[src/rtl/gcd_job_controller.sv]
// gcd_job_controller
//   Control/status slave that runs one GCD job at a time. It launches the
//   core, waits for the core's done level to rise, enforces a cycle timeout,
//   and recovers the core through its soft reset after a timeout, an abort
//   or a software-requested reset.
//
// Ports
//   CLK, RESETn          clock; asynchronous active-low reset
//   SRAM_CEn/WEn         bus strobe (active-low) and direction (0 = write)
//   SRAM_ADDR[31:0]      byte address, register select in [5:3]
//   SRAM_WDATA[63:0]     write data, SRAM_WBEn[7:0] active-low byte enables
//   SRAM_RDATA[63:0]     registered read data, updated one edge after a read
//   GCD_DONE             core done level
//   GCD_START            one-cycle launch pulse to the core
//   GCD_RSTn             core soft reset, active-low
//   ARGS_LOCK            high while a job is in flight
//   IRQ                  level interrupt on any job-end sticky when enabled
//
// Register map (ADDR[5:3])
//   0 CTRL      bit0 START, bit1 ABORT, bit3 SOFT_RST (write-1 pulses),
//               bit2 IRQ_EN (R/W)
//   1 STATUS    bit0 BUSY, bit1 DONE_S, bit2 TO_S, bit3 ABT_S, bit4 START_ERR
//               (bits 1-4 write-1-to-clear), bits[10:8] FSM state
//   2 TIMEOUT   [31:0] R/W, 0 disables the timeout
//   3 CYCLES    [31:0] RO, length of the last job
//   4 JOB_COUNT [15:0] RO, completed jobs

`timescale 1ns/1ps

module gcd_job_controller #(
  parameter logic [31:0] TIMEOUT_DEFAULT = 32'd100000,
  parameter int          RST_CYCLES      = 4
) (
  input  logic        CLK,
  input  logic        RESETn,
  input  logic        SRAM_CEn,
  input  logic [31:0] SRAM_ADDR,
  input  logic [63:0] SRAM_WDATA,
  input  logic        SRAM_WEn,
  input  logic [7:0]  SRAM_WBEn,
  output logic [63:0] SRAM_RDATA,
  input  logic        GCD_DONE,
  output logic        GCD_START,
  output logic        GCD_RSTn,
  output logic        ARGS_LOCK,
  output logic        IRQ
);

  typedef enum logic [2:0] {
    ST_IDLE     = 3'd0,
    ST_LAUNCH   = 3'd1,
    ST_RUN      = 3'd2,
    ST_COMPLETE = 3'd3,
    ST_RECOVER  = 3'd4
  } state_t;

  localparam int RST_W = (RST_CYCLES > 1) ? $clog2(RST_CYCLES) : 1;
  localparam logic [RST_W-1:0] RST_LAST = RST_W'(RST_CYCLES - 1);

  // ------------------------------------------------------------------
  // Bus decode
  // ------------------------------------------------------------------
  logic       bus_wr;
  logic       bus_rd;
  logic [2:0] reg_idx;
  logic       ctrl_wr;
  logic       status_wr;
  logic       timeout_wr;
  logic       start_req;
  logic       abort_req;
  logic       soft_req;
  logic [3:0] w1c_mask;

  assign bus_wr     = ~SRAM_CEn & ~SRAM_WEn;
  assign bus_rd     = ~SRAM_CEn &  SRAM_WEn;
  assign reg_idx    = SRAM_ADDR[5:3];
  assign ctrl_wr    = bus_wr && (reg_idx == 3'd0) && !SRAM_WBEn[0];
  assign status_wr  = bus_wr && (reg_idx == 3'd1) && !SRAM_WBEn[0];
  assign timeout_wr = bus_wr && (reg_idx == 3'd2);

  assign start_req  = ctrl_wr & SRAM_WDATA[0];
  assign abort_req  = ctrl_wr & SRAM_WDATA[1];
  assign soft_req   = ctrl_wr & SRAM_WDATA[3];
  // {START_ERR, ABT_S, TO_S, DONE_S}
  assign w1c_mask   = status_wr ? SRAM_WDATA[4:1] : 4'b0000;

  logic unused_bits;
  assign unused_bits = ^{SRAM_ADDR[31:6], SRAM_ADDR[2:0], SRAM_WDATA[63:32],
                         SRAM_WBEn[7:4]};

  // ------------------------------------------------------------------
  // State and registers
  // ------------------------------------------------------------------
  state_t            state_reg, state_next;
  logic [31:0]       cyc_reg, cyc_next;
  logic [31:0]       cycles_reg;
  logic [15:0]       job_count_reg;
  logic [31:0]       timeout_reg, timeout_next;
  logic [RST_W-1:0]  rst_cnt_reg;
  logic              irq_en_reg;
  logic              done_s_reg, to_s_reg, abt_s_reg, start_err_reg;
  logic              done_q_reg;
  logic [63:0]       rdata_reg, rdata_next;

  logic done_rise;
  logic busy;
  logic set_done, set_to, set_abt, set_start_err;
  logic capture_cyc;

  assign done_rise = GCD_DONE & ~done_q_reg;
  assign busy      = (state_reg != ST_IDLE);

  // Byte-enabled TIMEOUT update
  genvar gi;
  generate
    for (gi = 0; gi < 4; gi++) begin : g_timeout_byte
      assign timeout_next[gi*8 +: 8] = (timeout_wr && !SRAM_WBEn[gi]) ?
                                       SRAM_WDATA[gi*8 +: 8] :
                                       timeout_reg[gi*8 +: 8];
    end
  endgenerate

  // ------------------------------------------------------------------
  // FSM next-state and event decode
  // ------------------------------------------------------------------
  always_comb begin
    state_next    = state_reg;
    set_done      = 1'b0;
    set_to        = 1'b0;
    set_abt       = 1'b0;
    set_start_err = start_req & busy;
    capture_cyc   = 1'b0;

    case (state_reg)
      ST_IDLE: begin
        // START has priority over SOFT_RST when both arrive together
        if (start_req) begin
          state_next = ST_LAUNCH;
        end else if (soft_req) begin
          state_next  = ST_RECOVER;
          capture_cyc = 1'b1;
        end
      end
      // LAUNCH shares the RUN exits so a core that finishes immediately is
      // still seen as a completion.
      ST_LAUNCH, ST_RUN: begin
        if (done_rise) begin
          state_next = ST_COMPLETE;
        end else if (abort_req || soft_req) begin
          state_next  = ST_RECOVER;
          set_abt     = 1'b1;
          capture_cyc = 1'b1;
        end else if ((timeout_reg != 32'd0) && (cyc_reg == timeout_reg)) begin
          state_next  = ST_RECOVER;
          set_to      = 1'b1;
          capture_cyc = 1'b1;
        end else if (state_reg == ST_LAUNCH) begin
          state_next = ST_RUN;
        end
      end
      ST_COMPLETE: begin
        set_done   = 1'b1;
        state_next = ST_IDLE;
      end
      ST_RECOVER: begin
        if (rst_cnt_reg == RST_LAST) state_next = ST_IDLE;
      end
      default: state_next = ST_IDLE;
    endcase
  end

  // Job cycle counter: cleared while idle, saturating while the job runs
  always_comb begin
    cyc_next = cyc_reg;
    case (state_reg)
      ST_IDLE:           cyc_next = 32'd0;
      ST_LAUNCH, ST_RUN: cyc_next = (cyc_reg == 32'hFFFF_FFFF) ? cyc_reg
                                                               : cyc_reg + 32'd1;
      default:           cyc_next = cyc_reg;
    endcase
  end

  // Read data mux
  always_comb begin
    rdata_next = rdata_reg;
    if (bus_rd) begin
      case (reg_idx)
        3'd0:    rdata_next = {61'd0, irq_en_reg, 2'b00};
        3'd1:    rdata_next = {53'd0, state_reg, 3'b000, start_err_reg,
                               abt_s_reg, to_s_reg, done_s_reg, busy};
        3'd2:    rdata_next = {32'd0, timeout_reg};
        3'd3:    rdata_next = {32'd0, cycles_reg};
        3'd4:    rdata_next = {48'd0, job_count_reg};
        default: rdata_next = 64'd0;
      endcase
    end
  end

  // ------------------------------------------------------------------
  // Sequential state
  // ------------------------------------------------------------------
  always_ff @(posedge CLK or negedge RESETn) begin
    if (!RESETn) begin
      state_reg     <= ST_IDLE;
      cyc_reg       <= 32'd0;
      cycles_reg    <= 32'd0;
      job_count_reg <= 16'd0;
      timeout_reg   <= TIMEOUT_DEFAULT;
      rst_cnt_reg   <= '0;
      irq_en_reg    <= 1'b0;
      done_s_reg    <= 1'b0;
      to_s_reg      <= 1'b0;
      abt_s_reg     <= 1'b0;
      start_err_reg <= 1'b0;
      done_q_reg    <= 1'b0;
      rdata_reg     <= 64'd0;
    end else begin
      state_reg   <= state_next;
      cyc_reg     <= cyc_next;
      timeout_reg <= timeout_next;
      done_q_reg  <= GCD_DONE;
      rdata_reg   <= rdata_next;

      // RECOVER entry capture sees the pre-increment count; completion
      // captures after the final RUN increment.
      if (capture_cyc)
        cycles_reg <= cyc_reg;
      else if (state_reg == ST_COMPLETE)
        cycles_reg <= cyc_reg;

      if (state_reg == ST_COMPLETE)
        job_count_reg <= job_count_reg + 16'd1;

      if (state_reg == ST_RECOVER)
        rst_cnt_reg <= rst_cnt_reg + 1'b1;
      else
        rst_cnt_reg <= '0;

      if (ctrl_wr)
        irq_en_reg <= SRAM_WDATA[2];

      // Hardware set beats a simultaneous write-1-to-clear
      done_s_reg    <= (done_s_reg    & ~w1c_mask[0]) | set_done;
      to_s_reg      <= (to_s_reg      & ~w1c_mask[1]) | set_to;
      abt_s_reg     <= (abt_s_reg     & ~w1c_mask[2]) | set_abt;
      start_err_reg <= (start_err_reg & ~w1c_mask[3]) | set_start_err;
    end
  end

  // ------------------------------------------------------------------
  // Outputs (decoded from registered state, so they follow reset at once)
  // ------------------------------------------------------------------
  assign SRAM_RDATA = rdata_reg;
  assign GCD_START  = (state_reg == ST_LAUNCH);
  assign GCD_RSTn   = (state_reg != ST_RECOVER);
  assign ARGS_LOCK  = busy;
  assign IRQ        = irq_en_reg & (done_s_reg | to_s_reg | abt_s_reg);

endmodule

[config.mk]
export PLATFORM = sky130hd
export DESIGN_NAME = gcd_job_controller
export DESIGN_NICKNAME = d
export VERILOG_FILES = /design/src/rtl/gcd_job_controller.sv
export SDC_FILE = /design/constraint.sdc
export NUM_CORES = 1
export LEC_CHECK = 0
export ABC_CLOCK_PERIOD_IN_PS = 4700
export CELL_PAD_IN_SITES_DETAIL_PLACEMENT = 1
export CELL_PAD_IN_SITES_GLOBAL_PLACEMENT = 1
export CORE_ASPECT_RATIO = 2
export CORE_UTILIZATION = 44
export CTS_BUF_LIST = sky130_fd_sc_hd__clkbuf_8
export DETAILED_ROUTE_END_ITERATION = 6
export PLACE_DENSITY_LB_ADDON = 0.1
export SLEW_MARGIN = 0
export SYNTH_ARGS = -nofsm -noshare
export SYNTH_HDL_FRONTEND = slang
export SYNTH_SLANG_ARGS = --single-unit
[constraint.sdc]
create_clock -name CLK -period 4.7 [get_ports CLK]
set_input_delay 1.41 -clock CLK [delete_from_list [all_inputs] [get_ports CLK]]
set_output_delay 1.41 -clock CLK [all_outputs]
set_load 0.05 [all_outputs]
---- After elaboration in Yosys (flattened, before gate mapping) ----
Index checks and enable logic that the tools add are counted.
storage, ports and cells
  bits in registers ....................... 187
operators by class
  bitwise operators ....................... 25
  equal/unequal tests ..................... 16
  add/subtract/negate cells ............... 3
  mux-type cells .......................... 28
  reduce and logical (&&, ||, !) cells .... 24
operators with widths
  kind                   number
  $pmux 32 s5            1
  $mux 32                3
  $pmux 32 s2            1
  $add 32x1->32 const B  1
  $eq 32x32->1           1
  $eq 32x32->1 const B   1
  $reduce_bool 32->1     1
  $mux 3                 7
  $add 16x1->16 const B  1
  $and 1x1->1            12
  $eq 3x2->1 const B     4
  $mux 1                 12
  $logic_and 1x1->1      10
  $pmux 3 s3             1
  $not 1->1              7
  $eq 3x1->1 const B     2
  $eq 3x3->1 const B     2
  $logic_not 3->1        2
  $ne 3x3->1 const B     2
  $or 1x1->1             6
  $ne 5x5->1 const B     1
  $logic_not 1->1        4
  $mux 4                 1
  $ne 2x2->1 const B     2
  10 further kinds       11

---- Longest topological paths before layout ----
  word-level depth ........................ 10
  mapped depth ............................ 9

---- Least setup slack after synthesis ----
Ideal clock, no wire load.
  path kind ............................... flip-flop to output port
  start point ............................. register state_reg[0]
  end point ............................... output GCD_START
  cell stages (with the launch flop) ...... 4
  required time ........................... 3.290 ns
  buffers on the path ..................... 1
  arrival ................................. 1.782 ns
  slack ................................... 1.508 ns
  cell sequence ........................... dfrtp_1 -> clkbuf_1 -> inv_1 -> nor3_1
on the way
  word-level cells in the longest chain between the ends .. 1
ends and longest elaborated chain
  what                      line  RTL
  start: declaration        94    state_t state_reg, state_next;
  start signal: assignment  218   state_reg <= state_next;
  $eq 3x1->1                254   assign GCD_START = (state_reg == ST_LAUNCH);
  end: declaration          43    output logic GCD_START,
Every way passes these cells.

---- Final worst setup path ----
Same ends and word-level chain as after synthesis.

==> results.py <==
metrics = {
    "critical_path": {
        "cp-end-kind": "output pin",
        "critPathLaunchType": "flip-flop",
        "cp.arrival_ns": 2.33,
        "r2r_slack_ns": 1.82,
        "path_class": "reg2out",
        "crit_fanout": 13,
        "worstPathRequired_ns": 3.29,
        "startpoint": "state_reg[0]$_DFFE_PN0P_",
        "r2r-end": "cycles_reg[19]$_DFFE_PN0P_",
        "reg2reg_depth": 7,
        "worstReg2RegStart": "timeout_reg[10]$_DFFE_PN1P_",
    },
    "floorplan": {
        "die_y_um": 192.4,
        "floorplan.initialDensity_pct": 44.85,
        "pin_count": 177,
        "die_w_um": 97.21,
        "die_area_mm2": 0.01870,
        "coreArea_mm2": 0.01778,
        "rows": 69,
    },
    "logic_synthesis": {
        "netlist.area_leader.share_pct": 46.75,
        "synth_edf_count": 0,
        "synth_ff_type": "dfrtp_1",
        "async_flop_share_pct": 100.0,
        "synth_area_mm2": 0.007976,
        "synth.distinct_cells": 52,
        "yosys-top-cells-area": "dfrtp_1, mux2_4, xnor2_1, mux2_2, mux2i_1",
        "ys_seq_area_share_pct": 48.72,
        "synthCells": 709,
        "netlist.top_cell.by_area": "dfrtp_1",
        "synth-seq-cells": 155,
        "avgSynthCellArea_um2": 11.25,
        "ys_warn_count": 0,
    },
    "layout": {
        "layout-area-overhead-vs-synth_pct": 15.56,
        "n_antenna_cell": 0,
        "layout_commonest_cell": "dfrtp_1",
        "drive_gt1_share_pct": 16.15,
        "nNetsFinal": 898,
        "mostFrequentLayoutCells": "dfrtp_1, clkdlybuf4s50_1, xnor2_1, nand2_1, nor2_1",
    },
    "drt": {
        "routedWlPerCell_um": 22.53,
        "firstDrtPassIters": 4,
        "wl_um": 22810,
        "initialDrtViolationCount": 224,
        "drc": 0,
        "via_per_inst": 5.659,
        "vias": 5727,
        "ant_nets": 0,
    },
    "pwr": {
        "power_leakage_nw": 4.031,
        "total_power_w": 0.003199,
        "vdd_ir_drop_max_mv": 0.2181,
        "clkPwrFrac_pct": 29.8,
        "p_int_w": 0.002071,
        "p_comb_share_pct": 20.6,
        "power.density_mw_per_mm2": 347.1,
        "p_sw_share_pct": 35.28,
        "p_seq_share_pct": 49.6,
        "power_switching_w": 0.001129,
    },
    "clock_tree": {
        "cts-resized-gates": 0,
        "htreeDepth": 4,
        "holdBufCountCts": 0,
        "numCtsBuffers": 17,
        "clock_path_buffers": 2,
        "cts-root-buf": "clkbuf_8",
        "path_clk_slew_ns": 0.08,
        "cts_sinks": 155,
        "cts_tree": "done",
        "cts_setup_buffers": 0,
        "clk_latency_ns": 0.46,
    },
    "timing": {
        "finClkSkew_ns": 0.01410,
        "worstMarginPinSlew_ns": 1.318,
        "setup_viol": 0,
        "hold_violations": 0,
        "relSlewSlack_pct": 12.02,
        "post-route-period-util_pct": 79.51,
        "clock.fmax_mhz": 267.6,
        "tns_ns": 0,
        "rsz0062_at_grt": "no",
        "slew_violations": 0,
        "min_period_ns": 3.737,
    },
    "global_routing": {
        "grt_overflow": 0,
        "top_usage_layer": "met2",
        "met3_usage_pct": 4.057,
        "grt_max_degree": 85,
        "antenna_found_initial": 0,
        "use_met2_pct": 48.67,
        "grtUsageMet1_pct": 25.91,
        "grt_util_all_layers_pct": 25.47,
        "grt_pass1_vias": 6243,
        "grt_pass1_wl_um": 35710,
    },
    "hold_path": {
        "hp-class": "reg2reg",
        "worstHoldEndpoint": "rst_cnt_reg[0]$_DFF_PN0_",
        "hold_depth": 1,
        "worstHoldStart": "rst_cnt_reg[0]$_DFF_PN0_",
    },
    "job": {
        "max_cap_violations": 0,
    },
    "placement": {
        "portBuffers": 79,
        "dpl.hpwl_um": 17480,
        "gp_congestion": 0.9077,
    },
    "run_status": {
        "status": "completed",
    },
}
kinds of logic after synthesis:
logic type                 synth area share, %
AOI/OAI and AO/OA                        7.592
xor gates and xnor gates                 8.110
adders and majority gates               0.7216
buffers and inverters                    5.820
DFF                                      48.72
muxes                                    14.78
other                                  0.04701
and+or+nand+nor                          14.21
worst max path at each step:
stage	to	slack (ns)	depth (start not counted)
after floorplan	GCD_START	1.51	3
after global placement	timeout_reg[23]$_DFFE_PN0P_	0.80	5
after detailed placement	cycles_reg[19]$_DFFE_PN0P_	0.74	8
after CTS	GCD_START	0.93	3
after global routing	GCD_START	0.84	3
final	GCD_START	0.96	3
power by group through the flow:
stage               Combinational [W]  Clock [W]  Sequential, W
floorplan                    0.000432          0        0.00158
global placement             0.000648          0        0.00161
detailed placement           0.000663          0        0.00161
CTS                          0.000666   0.000975        0.00159
global route                 0.000713    0.00102        0.00160
finish                       0.000661   0.000953        0.00159
cell type report:
cell class                      count  area (um^2)
Timing Repair Buffer               93        929.6
Clock inverter                     14        113.9
Inverter                            7        26.28
Clock buffer                       18        247.7
Fill cell                        1942         8567
Multi-Input combinational cell    512         3747
Sequential cell                   155         3886
Tap cell                          213        266.5
per-layer routing:
metal | up-vias | share of wire, %
li1 | 2610 | -
met1 | 2932 | 36
met2 | 127 | 57
met3 | 58 | 2.3
met4 | 0 | 5.2
met5 | - | 0
worst max-delay path: stages, from the launching register on:
cell and delay, ns:
dfrtp_1 0.74, inv_1 0.13, nor3_1 0.17, clkdlybuf4s50_1 0.83
stage by stage:
step                instance area, um^2  worst slack [ns]  utilization [%]  hold WS [ns]  cells
floorplan                          8093             1.508                -        0.4099    740
global placement                   8856            0.7950            49.80        0.4219    980
detailed placement                 8856            0.7366            49.80        0.4342    980
CTS                                9218            0.9260            51.83        0.4460   1012
global route                       9218            0.8369            51.83        0.4890   1012
finish                             9218            0.9630            51.83        0.4385   1012
Yosys cell counts, drive strengths merged (4+ instances only):
cell type / n
a22oi: 9
o22ai: 9
nand3: 18
inv: 7
nand2b: 4
o21ai: 33
nor3: 6
and3: 18
nor2b: 5
a22o: 18
and2: 8
xor2: 21
nor2: 42
nand4: 27
nor4: 16
xnor2: 52
mux2i: 30
or4: 5
buf: 45
clkbuf: 21
a21oi: 9
nand2: 51
mux2: 68
and4: 5
dfrtp: 149
dfstp: 6
Power figures use the tool's default switching activity.
